**src/rtl/tff_pkg.sv**
```systemverilog
// Shared types and defaults for the push-button toggle pulse generator that
// feeds the negedge T flip-flop.
package tff_pkg;

    typedef enum logic [2:0] {
        IDLE = 3'd0,
        ARM  = 3'd1,
        HELD = 3'd2,
        RPT  = 3'd3,
        REL  = 3'd4
    } tff_state_e;

    localparam int DEF_DEBOUNCE_CYCLES = 20;
    localparam int DEF_REPEAT_DELAY    = 100;
    localparam int DEF_REPEAT_PERIOD   = 50;
    localparam int DEF_CNT_W           = 8;

    // One shared timer must be able to reach the largest of the three thresholds.
    function automatic int timer_width(input int a, input int b, input int c);
        int m;
        m = a;
        if (b > m) m = b;
        if (c > m) m = c;
        return $clog2(m + 1);
    endfunction

endpackage

```
**src/rtl/sync_2ff.sv**
```systemverilog
// Two-flop synchronizer for a single asynchronous level; resets to 0.
module sync_2ff (
    input  logic clk,
    input  logic rst_n,
    input  logic d,
    output logic q
);

    logic meta;

    always_ff @(posedge clk or negedge rst_n) begin
        if (!rst_n) begin
            meta <= 1'b0;
            q    <= 1'b0;
        end else begin
            meta <= d;
            q    <= meta;
        end
    end

endmodule

```
**src/rtl/toggle_pulse_gen.sv**
```systemverilog
// Debounces a raw push-button and emits single-cycle toggle pulses, with
// optional auto-repeat while the button stays held.
module toggle_pulse_gen
    import tff_pkg::*;
#(
    parameter int DEBOUNCE_CYCLES = DEF_DEBOUNCE_CYCLES,
    parameter int REPEAT_DELAY    = DEF_REPEAT_DELAY,
    parameter int REPEAT_PERIOD   = DEF_REPEAT_PERIOD,
    parameter int CNT_W           = DEF_CNT_W
) (
    input  logic             clk,
    input  logic             rst_n,
    input  logic             btn_in,
    input  logic             rep_en,
    output logic             t_pulse,
    output logic             btn_level,
    output logic [CNT_W-1:0] pulse_cnt
);

    localparam int TMR_W = timer_width(DEBOUNCE_CYCLES, REPEAT_DELAY, REPEAT_PERIOD);
    localparam logic [TMR_W-1:0] DEB_LAST = TMR_W'(DEBOUNCE_CYCLES - 1);
    localparam logic [TMR_W-1:0] DLY_LAST = TMR_W'(REPEAT_DELAY - 1);
    localparam logic [TMR_W-1:0] PER_LAST = TMR_W'(REPEAT_PERIOD - 1);
    localparam logic [TMR_W-1:0] TMR_MAX  = {TMR_W{1'b1}};

    if (DEBOUNCE_CYCLES < 2 || REPEAT_DELAY < 2 || REPEAT_PERIOD < 2) begin : g_param_check
        $error("toggle_pulse_gen: DEBOUNCE_CYCLES, REPEAT_DELAY and REPEAT_PERIOD must all be >= 2");
    end

    logic             btn_s;
    tff_state_e       state;
    logic [TMR_W-1:0] timer;

    sync_2ff u_sync (
        .clk   (clk),
        .rst_n (rst_n),
        .d     (btn_in),
        .q     (btn_s)
    );

    // Thresholds use >= so that a timer left saturated while rep_en was low
    // fires as soon as rep_en returns.
    always_ff @(posedge clk or negedge rst_n) begin
        if (!rst_n) begin
            state     <= IDLE;
            timer     <= '0;
            t_pulse   <= 1'b0;
            btn_level <= 1'b0;
            pulse_cnt <= '0;
        end else begin
            t_pulse <= 1'b0;
            if (timer != TMR_MAX) timer <= timer + 1'b1;

            case (state)
                IDLE: begin
                    btn_level <= 1'b0;
                    if (btn_s) begin
                        state <= ARM;
                        timer <= '0;
                    end
                end
                ARM: begin
                    if (!btn_s) begin
                        state <= IDLE;
                        timer <= '0;
                    end else if (timer >= DEB_LAST) begin
                        state     <= HELD;
                        timer     <= '0;
                        btn_level <= 1'b1;
                        t_pulse   <= 1'b1;
                        pulse_cnt <= pulse_cnt + 1'b1;
                    end
                end
                HELD: begin
                    if (!btn_s) begin
                        state <= REL;
                        timer <= '0;
                    end else if (rep_en && timer >= DLY_LAST) begin
                        state     <= RPT;
                        timer     <= '0;
                        t_pulse   <= 1'b1;
                        pulse_cnt <= pulse_cnt + 1'b1;
                    end
                end
                RPT: begin
                    if (!btn_s) begin
                        state <= REL;
                        timer <= '0;
                    end else if (rep_en && timer >= PER_LAST) begin
                        timer     <= '0;
                        t_pulse   <= 1'b1;
                        pulse_cnt <= pulse_cnt + 1'b1;
                    end
                end
                REL: begin
                    if (btn_s) begin
                        state <= HELD;
                        timer <= '0;
                    end else if (timer >= DEB_LAST) begin
                        state     <= IDLE;
                        timer     <= '0;
                        btn_level <= 1'b0;
                    end
                end
                default: begin
                    state <= IDLE;
                    timer <= '0;
                end
            endcase
        end
    end

endmodule

```
**config.mk**
```make
export PLATFORM = sky130hd
export DESIGN_NAME = toggle_pulse_gen
export DESIGN_NICKNAME = d
export VERILOG_FILES = /design/src/rtl/tff_pkg.sv /design/src/rtl/sync_2ff.sv /design/src/rtl/toggle_pulse_gen.sv
export SDC_FILE = /design/constraint.sdc
export NUM_CORES = 1
export LEC_CHECK = 0
export BUFFER_PORTS_ARGS = -buffer_cell sky130_fd_sc_hd__buf_2
export CAP_MARGIN = 5
export CORE_AREA = 2 2 41 58
export DETAILED_ROUTE_END_ITERATION = 12
export DIE_AREA = 0 0 43 60
export PLACE_DENSITY = 0.79
export SLEW_MARGIN = 20
export SYNTH_ARGS = -nofsm -noshare
export SYNTH_HDL_FRONTEND = slang
export SYNTH_SLANG_ARGS = --single-unit
```
**constraint.sdc**
```tcl
create_clock -name clk -period 3.83 [get_ports clk]
set_input_delay 0.766 -clock clk [delete_from_list [all_inputs] [get_ports clk]]
set_output_delay 0.766 -clock clk [all_outputs]
set_load 0.01 [all_outputs]
```
==> results.md <==
* Clock transition at the registers of the reported paths at 120 ps
* Hold Buf Count CTS at 0
* # diodes at 0
* Post-CTS sizing at 0
* Synthesized net count at 120
* Reg-to-reg startpoint: timer[0]
* Pre-CTS setup slack at 1478 ps
* DRC at 0
* Slack of the critical path at 1447 ps
* Cell depth of the worst hold path at 0
* WL final at 2245 µm
* Critical path arrival at 2590 ps
* Detailed-route wire length per cell at 15.07 µm
* Antenna viol nets, final at 0
* Gpl congestion at 0.8518
* Max cap viols at 0
* Dpl cells at 145
* Status: finished, final reports clean
* Kind of critical path: flip-flop to flip-flop
* Inserted Clock Buffers at 3
* Antenna violations before repair at 0
* Hold Crit Endpoint: u_sync.q
* Slowest cell delay on critical path at 510 ps
* Later-pin clock latency in the skew report at 310 ps
* Final std cells w/o fill at 149
* CP Capture Type: flip-flop
* Area of the multi-input gates at 615.6 µm²
* Initial DRC count at 40
* CP max stage cell: dfrtp_1
* Worst Max-Slew Pin Slew at 557.5 ps
* Critical Path RT at 4040 ps
* Startpoint type of the worst setup path: flip-flop
* Die Height at 60 µm
* Yosys warns at 0
* Slew headroom at 62.76%
* Number of global-route vias before repair at 833
* Final Cycle Share at 62.21%
* Pins over their slew limit at 0
* Final Hold Viols at 0
* GRT Total Usage at 18.87%
* Initial Util at 56.49%
* Std-Cell Rows at 20
* Fin Setup TNS at 0 ps
* Largest net degree at the start of global routing at 23
* Metal3 WL at 75 µm
* Share of layout cells above drive strength 1 at 18.90%
* DR vias at 922
* Total congestion overflow at 0
* Die area at 0.002580 mm²
* Clk buf depth at 2
* RSZ-0062 raised after global routing: no
* Worst vdd ir at 280.4 µV
* Synthesized area per cell at 10.51 µm²
* Total power at 0.0006238 W
* Global-route wire length before repair at 3684 µm
* CORE AREA at 0.002102 mm²
* Critical Path Start: timer[0]
* Mapped cell area at 0.001187 mm²
* Pwr dens at 478.9 mW/mm²
* Final nets at 135
* Highest routed layer: met4
* Reg-to-reg slack, setup at 1450 ps
* FF+latch area at 550.5 µm²
* Fillcell total at 179
* Worst Skew at 2.862 ps
* Hold WC Path Type: flip-flop to flip-flop
* Met2 routed WL at 1144 µm
* Worst reg2reg endpoint: pulse_cnt[1]
* CTS sink cnt at 22
* Top Ports at 14
* Htree depth at 1
* Minimum clock period at 2383 ps
* Cell count of the worst reg-to-reg path at 6
* Area delta synth->final at 9.694%
* Synthesized flop and latch total at 22
* Met1 wire length at 991 µm
* Die Width at 43 µm
* TritonCTS clock tree: done
* Hold Startpoint: u_sync.meta
* Clock root cell: clkbuf_4
* Number of distinct library cells after synthesis at 37
* Mapped Cells at 113
* Setup violators final at 0
* Dpl hpwl at 1629 µm
* Critical path, cell by cell: ha_1 -> a2111oi_4 -> a2111oi_2 -> a211oi_4 -> a21boi_2 -> mux2_4
* Setup Buffers After CTS at 0
* Leakage power at 0.6022 nW
* Number of port buffers at 13
* Drt pass-1 iters at 5
* Worst-path maximum fanout at 8
* Vias/cell at 6.188
* Fmax at 419.7 MHz
* Sequential area share after synthesis at 46.36%
[flip-flops by register name (all words and copies together), names as in the netlist]
signal / flops
pulse_cnt: 8
timer: 7
state: 3
btn_level: 1
t_pulse: 1
u_sync.meta: 1
u_sync.q: 1
[layout by cell type (no fill, tap or decap), types with 2 or more instances in the layout]
cell type	n
ha_1	3
a22o_1	2
buf_2	13
a2111oi_2	2
dfrtp_1	22
nor2_1	11
nand2_1	8
xor2_1	8
a211oi_1	5
nand4_1	6
nor3b_1	2
nand3_1	3
xnor2_1	2
o21ai_0	6
and2_1	2
clkbuf_4	3
inv_1	2
a21oi_1	6
and3_1	2
[power by group]
| group | switching (W) | total, W | internal [W] |
|---|---|---|---|
| clock | 0.0000704 | 0.000128 | 0.0000580 |
| combinational | 0.000103 | 0.000181 | 0.0000779 |
| sequential | 0.0000571 | 0.000315 | 0.000258 |
| total | 0.000230 | 0.000624 | 0.000393 |
[critical path: cells and delay by family (launching register included)]
family | cells | cell delay [ps]
AO/OA/AOI/OAI | 4 | 1140
flip-flops | 1 | 510
multiplexers | 1 | 310
adder cells (fa/ha/maj) | 1 | 310
[cell usage after synthesis (all sizes together)]
| library cell | number | area (µm²) |
|---|---|---|
| xor2 | 8 | 70.07 |
| a32oi | 1 | 8.760 |
| dfrtp | 22 | 550.5 |
| a31oi | 1 | 6.260 |
| a22o | 2 | 17.52 |
| nand3 | 3 | 15.01 |
| and3 | 2 | 12.51 |
| mux2i | 1 | 10.01 |
| buf | 2 | 10.01 |
| o311ai | 1 | 8.760 |
| and2 | 2 | 12.51 |
| inv | 2 | 7.510 |
| nand2 | 8 | 30.03 |
| nand2b | 1 | 6.260 |
| xnor2 | 2 | 17.52 |
| o211ai | 1 | 7.510 |
| ha | 3 | 37.54 |
| nand4 | 6 | 37.54 |
| o21ai | 7 | 35.03 |
| nor4b | 1 | 15.01 |
| a21oi | 6 | 30.03 |
| a21boi | 2 | 18.77 |
| nor2 | 11 | 41.29 |
| nor4 | 1 | 6.260 |
| nor2b | 1 | 6.260 |
| clkbuf | 1 | 3.750 |
| nor3b | 2 | 15.01 |
| o21a | 1 | 7.510 |
| a211oi | 6 | 57.56 |
| nor3 | 1 | 5.000 |
| mux2 | 1 | 15.01 |
| a22oi | 1 | 7.510 |
| a2111oi | 3 | 57.56 |
[through the flow]
step / hold WS, ps / instance area, µm² / util, %
final: 367.9 / 1303 / 61.96
after detailed placement: 340.5 / 1266 / 60.24
after floorplan: 331.2 / 1187 / -
after global routing: 385.9 / 1303 / 61.96
after global placement: 334.3 / 1266 / 60.24
after CTS: 373.2 / 1303 / 61.96
[cell type report]
cell class              instances  area share [%]
flip-flops and latches         22           42.27
inverters                       2          0.5764
repair buffers                 13           4.995
clock buffers                   4           2.786
multi-input cells              86           47.26
well taps                      22           2.113
[cell families (layout without fill, tap and decap cells)]
| kind of cell | after synthesis | in the layout | share of synthesized area (%) |
|---|---|---|---|
| simple gates | 39 | 39 | 17.07 |
| buf+inv | 5 | 19 | 1.791 |
| xor+xnor | 10 | 10 | 7.377 |
| flops | 22 | 22 | 46.36 |
| mux | 2 | 2 | 2.107 |
| fa+ha+maj | 3 | 3 | 3.162 |
| compound gates | 32 | 32 | 22.13 |
[how the worst max path moves through the flow]
stage                   endpoint  depth (start not counted)  slack, ps
floorplan           pulse_cnt[1]                          6       1710
finish              pulse_cnt[1]                          6       1450
detailed placement  pulse_cnt[1]                          6       1480
global placement    pulse_cnt[7]                          6       1580
global route        pulse_cnt[1]                          6       1300
CTS                 pulse_cnt[1]                          6       1460
[routing by layer]
layer	vias up	global-route usage, %
li1	444	-
met1	449	23.92
met2	24	33.12
met3	5	1.813
met4	0	7.359
met5	-	0
Power figures use the tool's default switching activity.
